==> src/rtl/microc_pkg.sv <==
// Shared constants for the microc_gen datapath.
// Holds opcode width and ALU function encodings.
package microc_pkg;

  localparam int OPCODE_W = 6;

  localparam logic [2:0] ALU_PASSA = 3'd0;
  localparam logic [2:0] ALU_NOTA  = 3'd1;
  localparam logic [2:0] ALU_ADD   = 3'd2;
  localparam logic [2:0] ALU_SUB   = 3'd3;
  localparam logic [2:0] ALU_AND   = 3'd4;
  localparam logic [2:0] ALU_OR    = 3'd5;
  localparam logic [2:0] ALU_NEGA  = 3'd6;
  localparam logic [2:0] ALU_NEGB  = 3'd7;

endpackage

==> src/rtl/microc_alu.sv <==
// Combinational ALU for microc_gen.
// Results wrap modulo 2^DW.
module microc_alu
  import microc_pkg::*;
#(
  parameter int DW = 8
) (
  input  logic [2:0]    alu_op,
  input  logic [DW-1:0] a,
  input  logic [DW-1:0] b,
  output logic [DW-1:0] y
);

  always_comb begin
    y = '0;
    unique case (alu_op)
      ALU_PASSA: y = a;
      ALU_NOTA:  y = ~a;
      ALU_ADD:   y = a + b;
      ALU_SUB:   y = a - b;
      ALU_AND:   y = a & b;
      ALU_OR:    y = a | b;
      ALU_NEGA:  y = '0 - a;
      ALU_NEGB:  y = '0 - b;
    endcase
  end

endmodule

==> src/rtl/microc_gen.sv <==
// Parametrised single-cycle microcontroller datapath.
// Return-address stack enabled by defining MICROC_STACK_EN.
module microc_gen
  import microc_pkg::*;
#(
  parameter int DW          = 8,
  parameter int NREG        = 16,
  parameter int PCW         = 10,
  parameter int IW          = 16,
  parameter int STACK_DEPTH = 4,
  localparam int RAW = $clog2(NREG),
  localparam int SLW = $clog2(STACK_DEPTH + 1)
) (
  input  logic                clk,
  input  logic                reset,
  output logic [PCW-1:0]      imem_addr,
  input  logic [IW-1:0]       imem_data,
  output logic [OPCODE_W-1:0] opcode,
  output logic                zero,
  input  logic                s_inc,
  input  logic                s_inm,
  input  logic                we,
  input  logic                wez,
  input  logic [2:0]          alu_op,
  input  logic                push,
  input  logic                pop,
  output logic [SLW-1:0]      stack_lvl,
  output logic                stack_err
);

  logic [PCW-1:0] pc, pc_inc, pc_seq, pc_nxt, target;
  logic [RAW-1:0] ra1, ra2, wa;
  logic [DW-1:0]  imm, a, b, alu_y, wdata;
  logic [DW-1:0]  rf [NREG];

  assign opcode = imem_data[IW-1 -: OPCODE_W];
  assign ra1    = imem_data[3*RAW-1 -: RAW];
  assign ra2    = imem_data[2*RAW-1 -: RAW];
  assign wa     = imem_data[RAW-1:0];
  assign imm    = imem_data[RAW+DW-1:RAW];
  assign target = imem_data[PCW-1:0];

  assign a = (ra1 == '0) ? '0 : rf[ra1];
  assign b = (ra2 == '0) ? '0 : rf[ra2];

  microc_alu #(.DW(DW)) u_alu (
    .alu_op (alu_op),
    .a      (a),
    .b      (b),
    .y      (alu_y)
  );

  assign wdata     = s_inm ? imm : alu_y;
  assign pc_inc    = pc + PCW'(1);
  assign pc_seq    = s_inc ? pc_inc : target;
  assign imem_addr = pc;

  always_ff @(posedge clk) begin
    if (reset) begin
      for (int i = 0; i < NREG; i++) rf[i] <= '0;
      zero <= 1'b0;
      pc   <= '0;
    end else begin
      if (we && wa != '0) rf[wa] <= wdata;
      if (wez) zero <= (alu_y == '0);
      pc <= pc_nxt;
    end
  end

`ifdef MICROC_STACK_EN
  logic [PCW-1:0] stk [STACK_DEPTH];
  logic [SLW-1:0] lvl, lvl_nxt;
  logic           err, err_nxt, do_push, do_pop;

  always_comb begin
    pc_nxt  = pc_seq;
    lvl_nxt = lvl;
    err_nxt = err;
    do_push = 1'b0;
    do_pop  = 1'b0;
    if (push && pop) begin
      pc_nxt  = pc_inc;
      err_nxt = 1'b1;
    end else if (pop) begin
      if (lvl != '0) begin
        pc_nxt  = stk[0];
        lvl_nxt = lvl - SLW'(1);
        do_pop  = 1'b1;
      end else begin
        pc_nxt  = pc_inc;
        err_nxt = 1'b1;
      end
    end else if (push) begin
      pc_nxt = target;
      if (lvl != SLW'(STACK_DEPTH)) begin
        lvl_nxt = lvl + SLW'(1);
        do_push = 1'b1;
      end else begin
        err_nxt = 1'b1;
      end
    end
  end

  always_ff @(posedge clk) begin
    if (reset) begin
      lvl <= '0;
      err <= 1'b0;
    end else begin
      lvl <= lvl_nxt;
      err <= err_nxt;
    end
  end

  // Shift-register stack: top of stack is always entry 0
  always_ff @(posedge clk) begin
    if (!reset && do_push) begin
      stk[0] <= pc_inc;
      for (int i = 1; i < STACK_DEPTH; i++)
        stk[i] <= stk[i-1];
    end else if (!reset && do_pop) begin
      for (int i = 0; i < STACK_DEPTH - 1; i++)
        stk[i] <= stk[i+1];
    end
  end

  assign stack_lvl = lvl;
  assign stack_err = err;
`else
  logic unused_stack;

  assign unused_stack = push ^ pop;
  assign pc_nxt       = pc_seq;
  assign stack_lvl    = '0;
  assign stack_err    = 1'b0;
`endif

endmodule

==> config.mk <==
export PLATFORM = sky130hd
export DESIGN_NAME = microc_gen
export DESIGN_NICKNAME = d
export VERILOG_FILES = /design/src/rtl/microc_pkg.sv /design/src/rtl/microc_alu.sv /design/src/rtl/microc_gen.sv
export SDC_FILE = /design/constraint.sdc
export NUM_CORES = 1
export LEC_CHECK = 0
export CAP_MARGIN = 25
export CORE_MARGIN = 4
export CORE_UTILIZATION = 40
export CTS_CLUSTER_DIAMETER = 80
export DETAILED_ROUTE_END_ITERATION = 16
export PLACE_DENSITY_LB_ADDON = 0.25
export SYNTH_ARGS = -nofsm -noshare
export SYNTH_HDL_FRONTEND = slang
export SYNTH_SLANG_ARGS = --single-unit
==> constraint.sdc <==
create_clock -name clk -period 4.95 [get_ports clk]
set_input_delay 0.99 -clock clk [delete_from_list [all_inputs] [get_ports clk]]
set_output_delay 0.99 -clock clk [all_outputs]
set_load 0.03 [all_outputs]
# Word-level counts from Yosys, hierarchy flattened
# Memories as Yosys holds them, arrays and structs flattened.
# Index checks and enable logic that the tools add are counted.
[word_totals]
elab_cells = 38
in_bits = 27
mem_bits_rw = 128
romBits = 0
latch_bits = 0
memories = 1
reg_bits = 11
[mem_list]
columns = ["memory", "words", "word_bits", "rd", "rd_ports_with_merged_regs", "write_ports", "line_no", "rtl"]
rows = [
  ["rf", 16, 8, 2, 0, 16, "microc_gen.sv:34", "logic [DW-1:0] rf [NREG];"],
]
[op_classes]
shift = 0
bitwise_logic = 3
n_div = 0
n_mul = 0
n_addsub = 5
n_reduce_logical = 7
eq_ne = 7
n_mux = 13
magnitude_cmp = 0
[op_table]
columns = ["operator", "n"]
rows = [
  ["case mux 8 bit (8 select lines)", 1],
  ["2-to-1 mux 8 bit", 4],
  ["subtractor 1 x 8 -> 8 bit (first input constant)", 2],
  ["equality test 3 bit (second input constant)", 4],
  ["adder 10 x 1 -> 10 bit (second input constant)", 1],
  ["2-to-1 mux 10 bit", 1],
  ["adder 8 bit", 1],
  ["AND 8 bit", 1],
  ["logical NOT 4 bit", 2],
  ["logical NOT 8 bit", 1],
  ["NOT 8 bit", 1],
  ["OR 8 bit", 1],
  ["OR reduction 8 bit", 1],
  ["subtractor 8 bit", 1],
  ["equality test 3 x 2 -> 1 bit (second input constant)", 2],
  ["2-to-1 mux 1 bit", 6],
  ["2-to-1 mux 4 bit", 1],
  ["nonzero test 4 bit", 1],
  ["equality test 3 x 1 -> 1 bit (second input constant)", 1],
  ["logical NOT 3 bit", 1],
  ["logical AND 1 bit", 1],
]

# Logic depth before layout (Yosys ltp)
[depth]
depth_word = 7
ltp_mapped = 23
depth_no_buf = 19

# Modules after synthesis
# A second synthesis with hierarchy kept.
[hier_totals]
cells_unflattened = 754
hier_area_um2 = 8344.3
[by_module_without_submodules]
columns = ["module", "area_each_um2", "seq_area_each_um2", "instances", "cells_each"]
rows = [
  ["microc_gen", 7103.1, 3853.7, 1, 574],
  ["microc_alu", 1241.2, 0.0, 1, 180],
]

# Worst setup path before layout
# No wires, ideal clock.
[synth_path]
path_kind = "input port to flip-flop"
from = "in imem_data[4]"
to = "mem rf[12][7] (data pin)"
stages = 23
slack_ps = -229
n_path_buf = 4
required_ps = 4811
t_arrival_ps = 5040
setup_ps = 139
path_cell_list = "buf_6 buf_12 buf_6 mux2i_1 a221o_1 o2bb2ai_2 inv_1 ha_1 nand2_1 o21ai_0 inv_1 ha_1 nor2b_1 o211ai_1 a31oi_1 o21a_1 o21a_1 nor2_1 nor3b_1 a2111o_1 o41a_1 buf_6 nor2_4"
[synth_lines]
columns = ["item", "line_no", "rtl"]
rows = [
  ["start, declared", "microc_gen.sv:17", "input logic [IW-1:0] imem_data,"],
  ["end, declared", "microc_gen.sv:34", ""],
]

==> impl_metrics.ini <==
[timing]
slew_headroom_pct = 41.7
fin_ws_ns = -0.0101
hold_viol_final = 0
worstMarginPinSlew_ns = 0.867
fin_crit_ns = 4.96
fin_tns_setup_ns = -0.0412
finalSetupViolCount = 7
clock_skew_ns = 0.00670
finalCritPeriodShare_pct = 100
slew_violations = 0
hold_ws_ns = 0.517
fmax_ghz = 0.202
rsz0062_at_grt = true

[synthesis]
synth_top_area_cell = edfxtp_1
synth_compound_area_share_pct = 11.4
synth_cells = 759
synth_commonest_cells = nor2_1, edfxtp_1, nand2_1
netlist_area_um2 = 8390
synthFlopType = edfxtp_1
muxShareOfSynthArea_pct = 16.2
synth.most_common_cell = nor2_1
synth_edf_count = 123
yosys.area_share.simple_pct = 16.2
yosys.area.top_type_share_pct = 44.0
yosys.area_share.adder_pct = 2.03
synthArstFlopShare_pct = 0
synth.distinct_cells = 69
synth-seq-cells = 134
synth_top_family_by_area = multiplexers
synth_area_leaders = edfxtp_1, mux4_2, nor2_1, mux2i_1, dfxtp_1
yosysSeqAreaShare_pct = 46.6
synth-xor-area-share_pct = 2.70
synth.avg_cell_area_um2 = 11.1
yosysWarnings = 0

[drt]
ant_nets = 0
first_iter_violations = 576
vias = 6814
drc = 0
wl_mm = 27.8
routedWlPerCell_um = 23.7
firstDrtPassIters = 5
vias_per_cell = 5.80

[placed_design]
place_congestion = 0.941
pre_cts_ws_ns = -0.587
dp.cells = 1122
post-dp-hpwl_mm = 19.9
port_buffers = 33

[finish]
syn_to_final_growth_pct = 28.4
antenna_cells = 0
finalNetCount = 931
final_cells = 1174
layout-drive-gt1-share_pct = 29.5

[global_routing]
grt_pass1_wl_mm = 41.5
grt_util_all_layers_pct = 23.2
grt_max_degree = 31
grt_overflow = 0
antenna_found_initial = 0
grt_pass1_vias = 6865

[power_and_ir_drop]
total_power_w = 0.00362
power.leakage_nw = 4.12
powerDensity_nw_per_um2 = 336
ir_worst_vdd_mv = 0.225

[setup_path]
critPathLaunch = imem_data[4]
cp_top_family = compound AO/OA/AOI/OAI gates
start_kind = primary input
end_kind = register
criticalPathCategory = primary input to register
path_max_fanout = 7
cp_num_cells = 21
r2r-start = rf[15][1]$_SDFFCE_PN0P_
crit_arrival_ns = 5.24
timing.rr.end = rf[13][7]$_SDFFCE_PN0P_
crit_slowest_cell = mux4_2
worst-path-buf-inv = 4
rrSetupSlack_ns = 0.42
max_stage_delay_ns = 0.51
crit_chain = buf_12 > buf_12 > mux4_2 > a22oi_2 > o31a_1 > ha_1 > nand2_1 > o21ai_2 > inv_2 > ha_4 > nor2b_4 > o211ai_1 > a31oi_2 > o21a_1 > o21a_1 > nor2_2 > nor3_2 > a2111o_1 > o41a_1 > clkbuf_16 > nor2_4
crit_end = rf[13][7]$_SDFFCE_PN0P_
required_ns = 5.23
worstRegToRegCells = 19

[clock_tree]
htree_levels = 4
cts.root.buffer_cell = clkbuf_16
clock_latency_ns = 0.42
cts_buffers = 17
cts_tree = yes
clk_pin_slew_ns = 0.06
cts.sinks = 134
postCtsHoldBufs = 0
clockBufferDepth = 2

[floorplan]
pin_count = 48
die_h_um = 153
start_util_pct = 41.1
core_area_um2 = 20400
die_x_um = 153
die_area_um2 = 23400
rows = 52

[outcome]
violations = setup timing
status = finished, violations left

[min_path]
hold_path_depth = 2
hold_path.class = register to register

[run]
maxCapViolCount = 0
cells by family after synthesis:
| kind of cell | after synthesis |
|---|---|
| adder cells (fa/ha/maj) | 13 |
| XOR/XNOR | 25 |
| multiplexers | 86 |
| other | 1 |
| flip-flops | 134 |
| buffers and inverters | 80 |
| AO/OA/AOI/OAI | 124 |
| AND/OR/NAND/NOR | 296 |
layout by cell type, fill, tap and decap left out, types with 13 or more instances in the layout:
master and instances:
a21oi_1 16, nand2b_1 18, edfxtp_1 123, nor2_1 150
buf_4 117, inv_1 16, mux2i_1 30, clkdlybuf4s50_1 27
nor2_4 13, nand3_1 14, mux4_2 36, xnor2_1 16
clkbuf_16 18, nand2_1 53
worst min path at each step:
stage	from	end	slack, ns
after global placement	zero$_SDFFE_PP0P_	zero$_SDFFE_PP0P_	0.48
after CTS	zero$_SDFFE_PP0P_	zero$_SDFFE_PP0P_	0.50
final	zero$_SDFFE_PP0P_	zero$_SDFFE_PP0P_	0.52
after floorplan	zero$_SDFFE_PP0P_	zero$_SDFFE_PP0P_	0.57
after detailed placement	zero$_SDFFE_PP0P_	zero$_SDFFE_PP0P_	0.49
after global routing	zero$_SDFFE_PP0P_	zero$_SDFFE_PP0P_	0.55
power by group:
part	switching [W]	internal [W]	leakage [nW]
sequential	0.0000297	0.00129	1.36
combinational	0.000505	0.000426	2.46
clock	0.000479	0.000892	0.305
timing repair:
| action | 4_1_cts | 5_1_grt |
|---|---|---|
| pin swaps | 15 | 12 |
| setup endpoints to repair | 16 | 61 |
| resized for setup | 33 | 29 |
| buffers inserted | 14 | 1 |
| cloned | 3 | 2 |
| hold endpoints to repair | 0 | 0 |
worst reg2reg max path: stages, from the launching register on:
cell	delay (ns)
edfxtp_1	0.41
mux4_2	0.49
a22oi_2	0.21
o31a_1	0.26
ha_1	0.27
nand2_1	0.08
o21ai_2	0.07
inv_2	0.07
ha_4	0.19
nor2b_4	0.12
o211ai_1	0.26
a31oi_2	0.16
o21a_1	0.21
o21a_1	0.20
nor2_2	0.15
nor3_2	0.06
a2111o_1	0.42
o41a_1	0.45
clkbuf_16	0.24
nor2_4	0.08
stage by stage:
step / utilization (%) / area (um^2)
2_1_floorplan: - / 8480
3_3_place_gp: 47.6 / 9730
3_5_place_dp: 47.6 / 9730
4_1_cts: 52.2 / 10700
5_1_grt: 52.8 / 10800
6_report: 52.8 / 10800
layer usage:
layer	global-route usage, %	up-vias	wire length (um)	share of wire [%]
met5	0	-	0	0
met4	8.70	0	931	3.3
met3	3.62	47	1720	6.2
met2	40.0	294	14000	50
met1	29.6	3405	11100	40
li1	-	3068	-	-
final cells by class:
class | count | area [um^2]
Fill cell | 1811 | 9650
Clock inverter | 13 | 205
Multi-Input combinational cell | 551 | 4270
Tap cell | 270 | 338
Sequential cell | 134 | 3910
Timing Repair Buffer | 168 | 1550
Inverter | 19 | 71.3
Clock buffer | 19 | 433
sequential cells by signal, indices dropped and copies added, names as in the netlist:
signal     cells
zero           1
rf           123
imem_addr     10
Power figures use the tool's default switching activity.
